<file path="config.mk">
export PLATFORM = sky130hd
export DESIGN_NAME = lsu_ctrl
export DESIGN_NICKNAME = d
export VERILOG_FILES = /design/src/rtl/lsu_ctrl.sv
export SDC_FILE = /design/constraint.sdc
export NUM_CORES = 1
export LEC_CHECK = 0
export ABC_AREA = 1
export BUFFER_PORTS_ARGS = -buffer_cell sky130_fd_sc_hd__buf_2
export CELL_PAD_IN_SITES_DETAIL_PLACEMENT = 0
export CELL_PAD_IN_SITES_GLOBAL_PLACEMENT = 1
export CORE_AREA = 8 8 139 141
export DETAILED_ROUTE_END_ITERATION = 10
export DIE_AREA = 0 0 147 149
export GPL_ROUTABILITY_DRIVEN = 0
export GPL_TIMING_DRIVEN = 0
export HOLD_SLACK_MARGIN = 0.12
export PLACE_DENSITY = 0.9
export SYNTH_ARGS = -nofsm -noshare
export SYNTH_HDL_FRONTEND = slang
export SYNTH_SLANG_ARGS = --single-unit
</file>
<file path="constraint.sdc">
create_clock -name clk -period 1.7 [get_ports clk]
set_input_delay 0.255 -clock clk [delete_from_list [all_inputs] [get_ports clk]]
set_output_delay 0.255 -clock clk [all_outputs]
set_load 0.02 [all_outputs]
</file>
<file path="src/rtl/lsu_ctrl.sv">
`default_nettype none
// ============================================================================
//  Module      : lsu_ctrl
//  Description : Load/store unit controller. Accepts AGU ICB commands, checks
//                alignment, issues one memory access at a time, extracts and
//                extends sub-word load data and retires through the LSU
//                write-back port.
//  Revision    : 1.0  initial release
// ============================================================================
module lsu_ctrl #(
   parameter int XLEN      = 32,
   parameter int ADDR_SIZE = 32
) (
   input  logic                 clk,
   input  logic                 rst,
   // AGU command channel
   input  logic                 agu_icb_cmd_valid,
   output logic                 agu_icb_cmd_ready,
   input  logic [ADDR_SIZE-1:0] agu_icb_cmd_addr,
   input  logic                 agu_icb_cmd_read,
   input  logic [XLEN-1:0]      agu_icb_cmd_wdata,
   input  logic [XLEN/8-1:0]    agu_icb_cmd_wmask,
   input  logic [1:0]           agu_icb_cmd_size,
   input  logic                 agu_icb_cmd_usign,
   output logic [XLEN-1:0]      agu_icb_rsp_rdata,
   // write-back / retire
   output logic                 lsu_o_valid,
   input  logic                 lsu_o_ready,
   output logic [XLEN-1:0]      lsu_o_wbck_wdat,
   output logic                 lsu_o_cmt_ld,
   output logic                 lsu_o_cmt_st,
   output logic                 lsu_o_misalgn,
   // memory port
   output logic                 mem_req_valid,
   input  logic                 mem_req_ready,
   output logic [ADDR_SIZE-1:0] mem_req_addr,
   output logic                 mem_req_read,
   output logic [XLEN-1:0]      mem_req_wdata,
   output logic [XLEN/8-1:0]    mem_req_wmask,
   input  logic                 mem_rsp_valid,
   input  logic [XLEN-1:0]      mem_rsp_rdata
);

   typedef enum logic [1:0] {
      S_IDLE = 2'd0,
      S_REQ  = 2'd1,
      S_WAIT = 2'd2,
      S_WBCK = 2'd3
   } state_t;

   state_t                 state;
   logic [ADDR_SIZE-1:0]   addr_q;
   logic                   read_q;
   logic [XLEN-1:0]        wdata_q;
   logic [XLEN/8-1:0]      wmask_q;
   logic [1:0]             size_q;
   logic                   usign_q;
   logic                   misalgn_q;
   logic [XLEN-1:0]        result_q;

   logic                   cmd_misalgn;
   logic [XLEN-1:0]        shifted;
   logic [XLEN-1:0]        load_ext;

   // Half needs addr[0]=0, word (and the unused size 3) needs addr[1:0]=0.
   assign cmd_misalgn = ((agu_icb_cmd_size == 2'd1) & agu_icb_cmd_addr[0])
                      | (agu_icb_cmd_size[1] & (agu_icb_cmd_addr[1:0] != 2'b00));

   // Byte-lane extraction of the response word followed by sign/zero extension.
   always_comb begin
      shifted = mem_rsp_rdata >> {addr_q[1:0], 3'b000};
      case (size_q)
         2'd0:    load_ext = {{(XLEN-8){~usign_q & shifted[7]}}, shifted[7:0]};
         2'd1:    load_ext = {{(XLEN-16){~usign_q & shifted[15]}}, shifted[15:0]};
         default: load_ext = shifted;
      endcase
   end

   // Access sequencing FSM: latch command, request, wait for response, retire.
   always_ff @(posedge clk) begin
      if (rst) begin
         state     <= S_IDLE;
         addr_q    <= '0;
         read_q    <= 1'b0;
         wdata_q   <= '0;
         wmask_q   <= '0;
         size_q    <= 2'd0;
         usign_q   <= 1'b0;
         misalgn_q <= 1'b0;
         result_q  <= '0;
      end else begin
         case (state)
            S_IDLE: begin
               if (agu_icb_cmd_valid) begin
                  addr_q    <= agu_icb_cmd_addr;
                  read_q    <= agu_icb_cmd_read;
                  wdata_q   <= agu_icb_cmd_wdata;
                  // Loads never write, so the mask is forced to zero for them.
                  wmask_q   <= agu_icb_cmd_read ? '0 : agu_icb_cmd_wmask;
                  size_q    <= agu_icb_cmd_size;
                  usign_q   <= agu_icb_cmd_usign;
                  misalgn_q <= cmd_misalgn;
                  state     <= cmd_misalgn ? S_WBCK : S_REQ;
               end
            end
            S_REQ: begin
               if (mem_req_ready) begin
                  state <= S_WAIT;
               end
            end
            S_WAIT: begin
               if (mem_rsp_valid) begin
                  // A store response is only an ack; the result is kept.
                  if (read_q) begin
                     result_q <= load_ext;
                  end
                  state <= S_WBCK;
               end
            end
            S_WBCK: begin
               if (lsu_o_ready) begin
                  state <= S_IDLE;
               end
            end
            default: state <= S_IDLE;
         endcase
      end
   end

   // Outputs are decoded from state and latched fields only.
   assign agu_icb_cmd_ready = (state == S_IDLE);
   assign agu_icb_rsp_rdata = result_q;

   assign mem_req_valid = (state == S_REQ);
   assign mem_req_addr  = {addr_q[ADDR_SIZE-1:2], 2'b00};
   assign mem_req_read  = read_q;
   assign mem_req_wdata = wdata_q;
   assign mem_req_wmask = wmask_q;

   assign lsu_o_valid     = (state == S_WBCK);
   assign lsu_o_cmt_ld    = lsu_o_valid & read_q;
   assign lsu_o_cmt_st    = lsu_o_valid & ~read_q;
   assign lsu_o_misalgn   = lsu_o_valid & misalgn_q;
   assign lsu_o_wbck_wdat = (lsu_o_valid & read_q & ~misalgn_q) ? result_q : '0;

endmodule
`default_nettype wire

</file>
After elaboration in Yosys (flattened, before gate mapping)
Cells that the tools add are included.
{"block": "classes", "eq_ne": 9, "shifts": 1, "mux": 9, "bitwise_logic": 12, "reduce_logical": 6}
{"cell": "32-bit one-hot mux with 2 select lines", "count": 1}
{"cell": "32-bit two-way mux", "count": 1}
{"cell": "32-bit by 5-bit right shift with 32-bit output", "count": 1}
{"cell": "2-bit two-way mux", "count": 5}
{"cell": "1-bit bitwise AND", "count": 8}
{"cell": "2-bit one-hot mux with 4 select lines", "count": 1}
{"cell": "2-bit by 1-bit == test with 1-bit output, second input constant", "count": 3}
{"cell": "2-bit == test, second input constant", "count": 2}
{"cell": "2-bit zero test", "count": 2}
{"cell": "4-bit two-way mux", "count": 1}
{"cell": "2-bit by 1-bit != test with 1-bit output, second input constant", "count": 2}
{"cell": "2-bit != test, second input constant", "count": 2}
{"cell": "4-bit AND reduction", "count": 1}
{"cell": "1-bit inverter", "count": 3}
{"cell": "3-bit AND reduction", "count": 1}
{"cell": "2-bit AND reduction", "count": 1}
{"cell": "2-bit nonzero test", "count": 1}
{"cell": "1-bit OR", "count": 1}
{"block": "totals", "register_bits": 107, "inputBits": 110, "output_inout_bits": 139, "word_cells": 46}

Longest topological paths before layout
Gate-level depths: netlist of run 1.
{"block": "depth", "word_depth": 6, "ltp_mapped": 10, "depth_no_buf": 9}

Least setup slack after synthesis of run 1
No wires, ideal clock.
{"block": "synth_timing", "path_type": "flip-flop to output port", "startpoint": "register state[0]", "endpoint": "output lsu_o_wbck_wdat[10]", "t_arrival_ns": 1.548, "t_required_ns": 1.445, "setup_slack_ns": -0.103, "path_stages_with_launch": 7, "path_buffers": 2, "cell_sequence": "dfxtp_1 -> ha_1 -> nand2_1 -> or2_1 -> clkbuf_1 -> buf_2 -> nor2_1"}
{"block": "synth_between", "elab_chain_cells": 4}
{"element": "from (decl)", "line": "51", "text": "state_t state;"}
{"element": "from (signal assigned)", "line": "103", "text": "state <= cmd_misalgn ? S_WBCK : S_REQ;"}
{"element": "2-bit == test", "line": "140", "text": "assign lsu_o_valid = (state == S_WBCK);"}
{"element": "net lsu_o_valid", "line": "27", "text": "output logic lsu_o_valid,"}
{"element": "1-bit bitwise AND (2 in a row)", "line": "144", "text": "assign lsu_o_wbck_wdat = (lsu_o_valid & read_q & ~misalgn_q) ? result_q : '0;"}
{"element": "32-bit two-way mux", "line": "144"}
{"element": "to (decl)", "line": "29", "text": "output logic [XLEN-1:0] lsu_o_wbck_wdat,"}
The timed path passes the listed nets, and every way through them passes these cells.

Worst setup path after layout of run 1
{"block": "layout_timing", "startpoint": "register state[0]", "endpoint": "output lsu_o_wbck_wdat[12]"}
{"block": "layout_between", "elab_chain_cells": 4}
{"element": "2-bit == test", "line": "140"}
{"element": "1-bit bitwise AND (2 in a row)", "line": "144"}
{"element": "32-bit two-way mux", "line": "144"}
Every way passes these cells.

==> impl_metrics.py, run 1 <==
metrics = {
    "status": {
        "status": "finished with violations",
        "violations": "setup timing",
    },
    "critical_path": {
        "arrival_ns": 1.64,
        "worst_setup_path_start_kind": "register",
        "cp.required_ns": 1.44,
        "critPathKind": "register to output port",
        "end_kind": "output port",
        "reg2reg_depth": 10,
        "ff2ff_setup_slack_ns": -0.13,
        "rr_startpoint": "state[0]",
        "crit_fanout": 6,
        "r2r-end": "agu_icb_rsp_rdata[30]",
    },
    "synthesis": {
        "yosysUniqueCellTypes": 30,
        "yosys-top-cells-area": "dfxtp_1 (41%), nor2_1 (12%), nand2_1 (8.9%), o21ai_0 (7.5%), inv_1 (5.6%)",
        "yosys.area.top_type": "dfxtp_1",
        "synth_most_common_cell": "nor2_1",
        "synthArstFlopShare": 0,
        "synth.top_cell.area_share": 0.412,
        "synth_seq_cells": 107,
        "yosys_warnings": 0,
        "synth_edf_count": 0,
        "synth_flop_cell": "dfxtp_1",
        "syn_inst": 762,
        "synth_common_cells": "nor2_1 (169), nand2_1 (124), dfxtp_1 (107)",
        "avgSynthCellArea_um2": 6.83,
        "synth_area_mm2": 0.00520,
        "yosysSeqAreaShare": 0.412,
    },
    "die": {
        "dieArea_mm2": 0.0219,
        "start_util": 0.305,
        "core-area_mm2": 0.0171,
        "die_h_um": 149,
        "die_w_um": 147,
        "io_pins": 249,
        "num_rows": 48,
    },
    "power_and_ir_drop": {
        "ir_drop_v": 0.000589,
        "power_density_mw_per_mm2": 1270,
        "leakage_uw": 0.00381,
    },
    "placement": {
        "dp_slack_ns": -0.313,
        "dp_hpwl_um": 14900,
        "portBuffers": 245,
    },
    "timing": {
        "setup_viol": 42,
        "setup_ws_ns": -0.191,
        "post-route-period-util": 1.11,
        "fmax_mhz": 529,
        "final_max_slew_viol_count": 0,
        "rsz0062_at_grt": "yes",
        "tns_ns": -6.17,
        "finalWorstPathRequiredPeriod_ns": 1.89,
        "hold_viol_final": 0,
        "finClkSkew_ns": 0.00847,
    },
    "global_routing": {
        "gr-total-overflow": 0,
        "grt_first_pass_wirelength_um": 29300,
        "antenna_found_initial": 3,
        "grt_pass1_vias": 5569,
        "grt_max_degree": 20,
        "grtUsageTotal": 0.168,
    },
    "clocking": {
        "clock_path_buffers": 2,
        "clk_pin_slew_ns": 0.07,
        "htreeDepth": 3,
        "cts-buffers-inserted": 9,
        "tritoncts": "yes",
        "clock_latency_ns": 0.36,
        "cts_sinks": 107,
        "cts_root_buf": "clkbuf_16",
    },
    "worst_hold_path": {
        "min-delay-start": "agu_icb_cmd_wdata[9]",
        "hold_depth": 3,
        "min_to": "mem_req_wdata[9]",
        "hp-class": "input pin to register",
    },
    "flow_run": {
        "cap_viol_max_count": 0,
    },
    "detailed_routing": {
        "drt_wl_total_um": 18900,
        "dr.pass1.iters": 5,
        "vias": 5578,
        "vias_per_cell": 4.43,
        "avgRoutedWirePerCell_um": 15.0,
        "drt_iter0_markers": 210,
        "final_antenna_net_count": 0,
        "drc_errors": 0,
    },
    "final_layout": {
        "syn_to_final_growth_pct": 45.1,
        "nets": 1141,
        "drive_gt1_frac": 0.383,
        "n_fill_cell": 1817,
    },
}
==> critical path, cell delays in order (launching register included) <==
cell     delay [ns]
dfxtp_4        0.36
ha_4           0.14
nand2_2        0.05
or2_4          0.32
buf_16         0.18
nor2_4         0.11
buf_6          0.12
==> stage by stage <==
| stage | area, um^2 | std cells | power, uW | hold slack (ns) | util |
|---|---|---|---|---|---|
| detailed placement | 6790 | 1233 | 7330 | 0.462 | 0.398 |
| floorplan | 5290 | 763 | 6100 | 0.398 | - |
| finish | 7550 | 1258 | 9570 | 0.136 | 0.443 |
| CTS | 7470 | 1255 | 9610 | 0.125 | 0.438 |
| global route | 7550 | 1258 | 10300 | 0.137 | 0.443 |
| global placement | 6790 | 1233 | 7290 | 0.449 | 0.398 |
==> layer usage <==
metal  routed length, um  track usage  vias to the layer above
li1                    -            -                     2875
met3                1960       0.0677                       21
met1                7680        0.191                     2470
met4                 300       0.0592                        2
met2                8930        0.282                      210
met5                  12            0                        -
==> repair_timing <==
action	CTS	global route
gates resized for setup	104	32
hold endpoints to repair	1	0
hold buffers	1	0
setup buffers	5	0
endpoints found under the setup margin	73	124
cloned	1	1
pin swaps	2	1
==> power breakdown <==
group / leakage, uW / internal (uW) / switching [uW]
registers: 0.000879 / 3030 / 262
logic: 0.00279 / 1590 / 2610
clock network: 0.000142 / 1030 / 1050
total: 0.00381 / 5650 / 3920
==> state kept, by name, summed over array words and instances, names as in the netlist <==
signal,flops
addr_q,32
usign_q,1
mem_req_wmask,4
misalgn_q,1
mem_req_read,1
mem_req_wdata,32
agu_icb_rsp_rdata,32
size_q,2
state,2
==> how the worst max path moves through the flow <==
stage | startpoint | end | slack, ns | cells after the start
3_3_place_gp | state[1] | lsu_o_wbck_wdat[23] | -0.29 | 7
5_1_grt | state[0] | lsu_o_wbck_wdat[1] | -0.26 | 6
2_1_floorplan | state[0] | lsu_o_wbck_wdat[10] | 0.004 | 6
6_report | state[0] | lsu_o_wbck_wdat[12] | -0.19 | 6
3_5_place_dp | state[1] | lsu_o_wbck_wdat[23] | -0.31 | 7
4_1_cts | state[0] | lsu_o_wbck_wdat[21] | -0.25 | 6
==> kinds of logic after synthesis <==
| kind of cell | Yosys count | share of synthesized area |
|---|---|---|
| compound gates | 147 | 0.145 |
| fa+ha+maj | 5 | 0.0120 |
| buf+inv | 163 | 0.161 |
| flops | 107 | 0.412 |
| other cells | 1 | 0.000720 |
| simple gates | 339 | 0.270 |
==> cells in the final DEF, fill, tap and decap left out, drive strengths merged <==
| cell | Yosys | layout |
|---|---|---|
| a21oi | 55 | 55 |
| a22oi | 3 | 3 |
| a31oi | 8 | 8 |
| buf | 62 | 313 |
| clkbuf | 19 | 29 |
| clkinv | 0 | 5 |
| conb | 1 | 2 |
| dfxtp | 107 | 107 |
| diode | 0 | 2 |
| dlygate4sd3 | 0 | 1 |
| ha | 5 | 5 |
| inv | 82 | 83 |
| nand2 | 128 | 128 |
| nand3 | 38 | 38 |
| nor2 | 171 | 171 |
| nor3 | 1 | 1 |
| o21a | 1 | 1 |
| o21ai | 79 | 79 |
| o22ai | 1 | 1 |
| or2 | 1 | 1 |
==> layout make-up <==
cell class | instances | area (um^2) | share of cell area
Multi-Input combinational cell | 493 | 2430 | 0.322
Timing Repair Buffer | 253 | 1470 | 0.194
Clock buffer | 10 | 229 | 0.0303
Sequential cell | 107 | 2150 | 0.285
Inverter | 82 | 315 | 0.0417
Antenna cell | 2 | 5.00 | 0.000663
Tap cell | 225 | 282 | 0.0373
Clock inverter | 6 | 62.6 | 0.00828
Buffer | 80 | 613 | 0.0812
Note: power is estimated with default switching activity, not from simulation.
==> run 2, diff against run 1 <==
Settings changed: CTS_BUF_LIST from default to sky130_fd_sc_hd__clkbuf_16.
==> run 2 against run 1 <==
Net effect: the flow still finishes with violations (setup timing); clock-buffer cell count is 1 lower; core utilization stayed put; sequential cell count stayed put; sequential power hardly changed; clock skew stayed put; non-clock buffer count stayed put; final cell count stayed put; via count stayed put; critical path type unchanged; highest routed layer unchanged.
==> impl_metrics.py, run 2 (same netlist as run 1, synthesis figures left out) <==
metrics = {
    "critical_path": {
        "crit_fanout": 6,
        "worst_setup_path_start_kind": "register",
        "rr_startpoint": "state[0]",
        "critPathKind": "register to output port",
        "r2r-end": "agu_icb_rsp_rdata[30]",
        "reg2reg_depth": 10,
        "crit_end": "lsu_o_wbck_wdat[12]",
        "cp.required_ns": 1.44,
        "ff2ff_setup_slack_ns": -0.13,
        "arrival_ns": 1.64,
        "startpoint": "state[0]",
        "end_kind": "output port",
    },
    "timing": {
        "setup_viol": 42,
        "rsz0062_at_grt": "yes",
        "final_max_slew_viol_count": 0,
        "setup_ws_ns": -0.191,
        "fmax_mhz": 529,
        "hold_viol_final": 0,
        "finalWorstPathRequiredPeriod_ns": 1.89,
        "finClkSkew_ns": 0.00847,
        "post-route-period-util": 1.11,
    },
    "final_layout": {
        "layout_common_cells": "buf_2 (219), nor2_1 (137), nand2_1 (123)",
        "utilization": 0.443,
        "mostFrequentLayoutCell": "buf_2",
        "nets": 1141,
        "drive_gt1_frac": 0.383,
        "syn_to_final_growth_pct": 45.1,
        "n_fill_cell": 1817,
    },
    "flow_run": {
        "cap_viol_max_count": 0,
    },
    "die": {
        "num_rows": 48,
        "core-area_mm2": 0.0171,
        "io_pins": 249,
        "die_w_um": 147,
        "dieArea_mm2": 0.0219,
        "start_util": 0.305,
        "die_h_um": 149,
    },
    "global_routing": {
        "grt_pass1_vias": 5569,
        "grtUsageTotal": 0.168,
        "antenna_found_initial": 3,
        "gr-total-overflow": 0,
        "grt_first_pass_wirelength_um": 29300,
        "grt_max_degree": 20,
    },
    "power_and_ir_drop": {
        "ir_drop_v": 0.000589,
        "power_density_mw_per_mm2": 1270,
        "leakage_uw": 0.00382,
        "finalPower_uw": 9560,
    },
    "clocking": {
        "htreeDepth": 3,
        "cts_sinks": 107,
        "tritoncts": "yes",
        "clock_path_buffers": 2,
        "clock_latency_ns": 0.36,
        "cts_root_buf": "clkbuf_16",
        "cts-buffers-inserted": 9,
        "clk_pin_slew_ns": 0.07,
    },
    "worst_hold_path": {
        "hp-class": "input pin to register",
    },
    "detailed_routing": {
        "vias": 5578,
        "dr.pass1.iters": 5,
        "vias_per_cell": 4.43,
        "final_antenna_net_count": 0,
        "drt_iter0_markers": 210,
        "drt_wl_total_um": 18900,
        "drc_errors": 0,
        "avgRoutedWirePerCell_um": 15.0,
    },
    "status": {
        "status": "finished with violations",
        "violations": "setup timing",
    },
    "placement": {
        "dp_hpwl_um": 14900,
        "portBuffers": 245,
    },
}
-- run 2: what timing repair did --
item	4_1_cts	5_1_grt
endpoints found under the setup margin	73	124
cloned	1	1
pin swaps	2	1
buffers inserted	5	0
resized for setup	104	32
hold buffers	1	0
endpoints found under the hold margin	1	0
-- run 2: metal layers --
layer | track usage | routed length (um)
met5 | 0 | 12
met4 | 0.0592 | 300
met3 | 0.0677 | 1960
met2 | 0.282 | 8930
met1 | 0.191 | 7680
-- run 2: area by class of cell --
cell class,instances,area [um^2],share of cell area
flip-flops and latches,107,2150,0.285
plain buffers,80,613,0.0812
clock inverters,7,66.3,0.00878
clock buffers,9,225,0.0298
inverters,82,315,0.0417
repair buffers,253,1470,0.194
diodes,2,5.00,0.000663
multi-input cells,493,2430,0.322
well taps,225,282,0.0373
-- run 2: worst min path at each step --
stage | startpoint | end | depth (start not counted)
3_3_place_gp | mem_req_wmask[3] | mem_req_wmask[3] | 2
2_1_floorplan | agu_icb_cmd_wmask[3] | mem_req_wmask[3] | 2
6_report | agu_icb_cmd_wdata[9] | mem_req_wdata[9] | 3
4_1_cts | agu_icb_cmd_wmask[3] | mem_req_wmask[3] | 3
3_5_place_dp | mem_req_wmask[3] | mem_req_wmask[3] | 2
5_1_grt | agu_icb_cmd_wmask[1] | mem_req_wmask[1] | 3
-- run 2: worst max-delay path, stage by stage (launching register included) --
cell and delay, ns:
dfxtp_4 0.36, ha_4 0.14, nand2_2 0.05, or2_4 0.32
buf_16 0.18, nor2_4 0.11, buf_6 0.12
-- run 2: metrics by stage --
step | setup slack, ns | hold slack, ns | TNS, ns | cells | area [um^2]
2_1_floorplan | 0.00416 | 0.398 | 0 | 763 | 5290
3_3_place_gp | -0.290 | 0.449 | -7.85 | 1233 | 6790
3_5_place_dp | -0.313 | 0.462 | -9.32 | 1233 | 6790
4_1_cts | -0.254 | 0.125 | -7.93 | 1255 | 7470
5_1_grt | -0.259 | 0.137 | -11.37 | 1258 | 7550
6_report | -0.191 | 0.136 | -6.17 | 1258 | 7550
-- run 2: report_power, final --
group          switching [uW]  internal [uW]  leakage, uW
Sequential                262           3030     0.000879
Combinational            2610           1590      0.00279
Clock                    1050           1020     0.000146
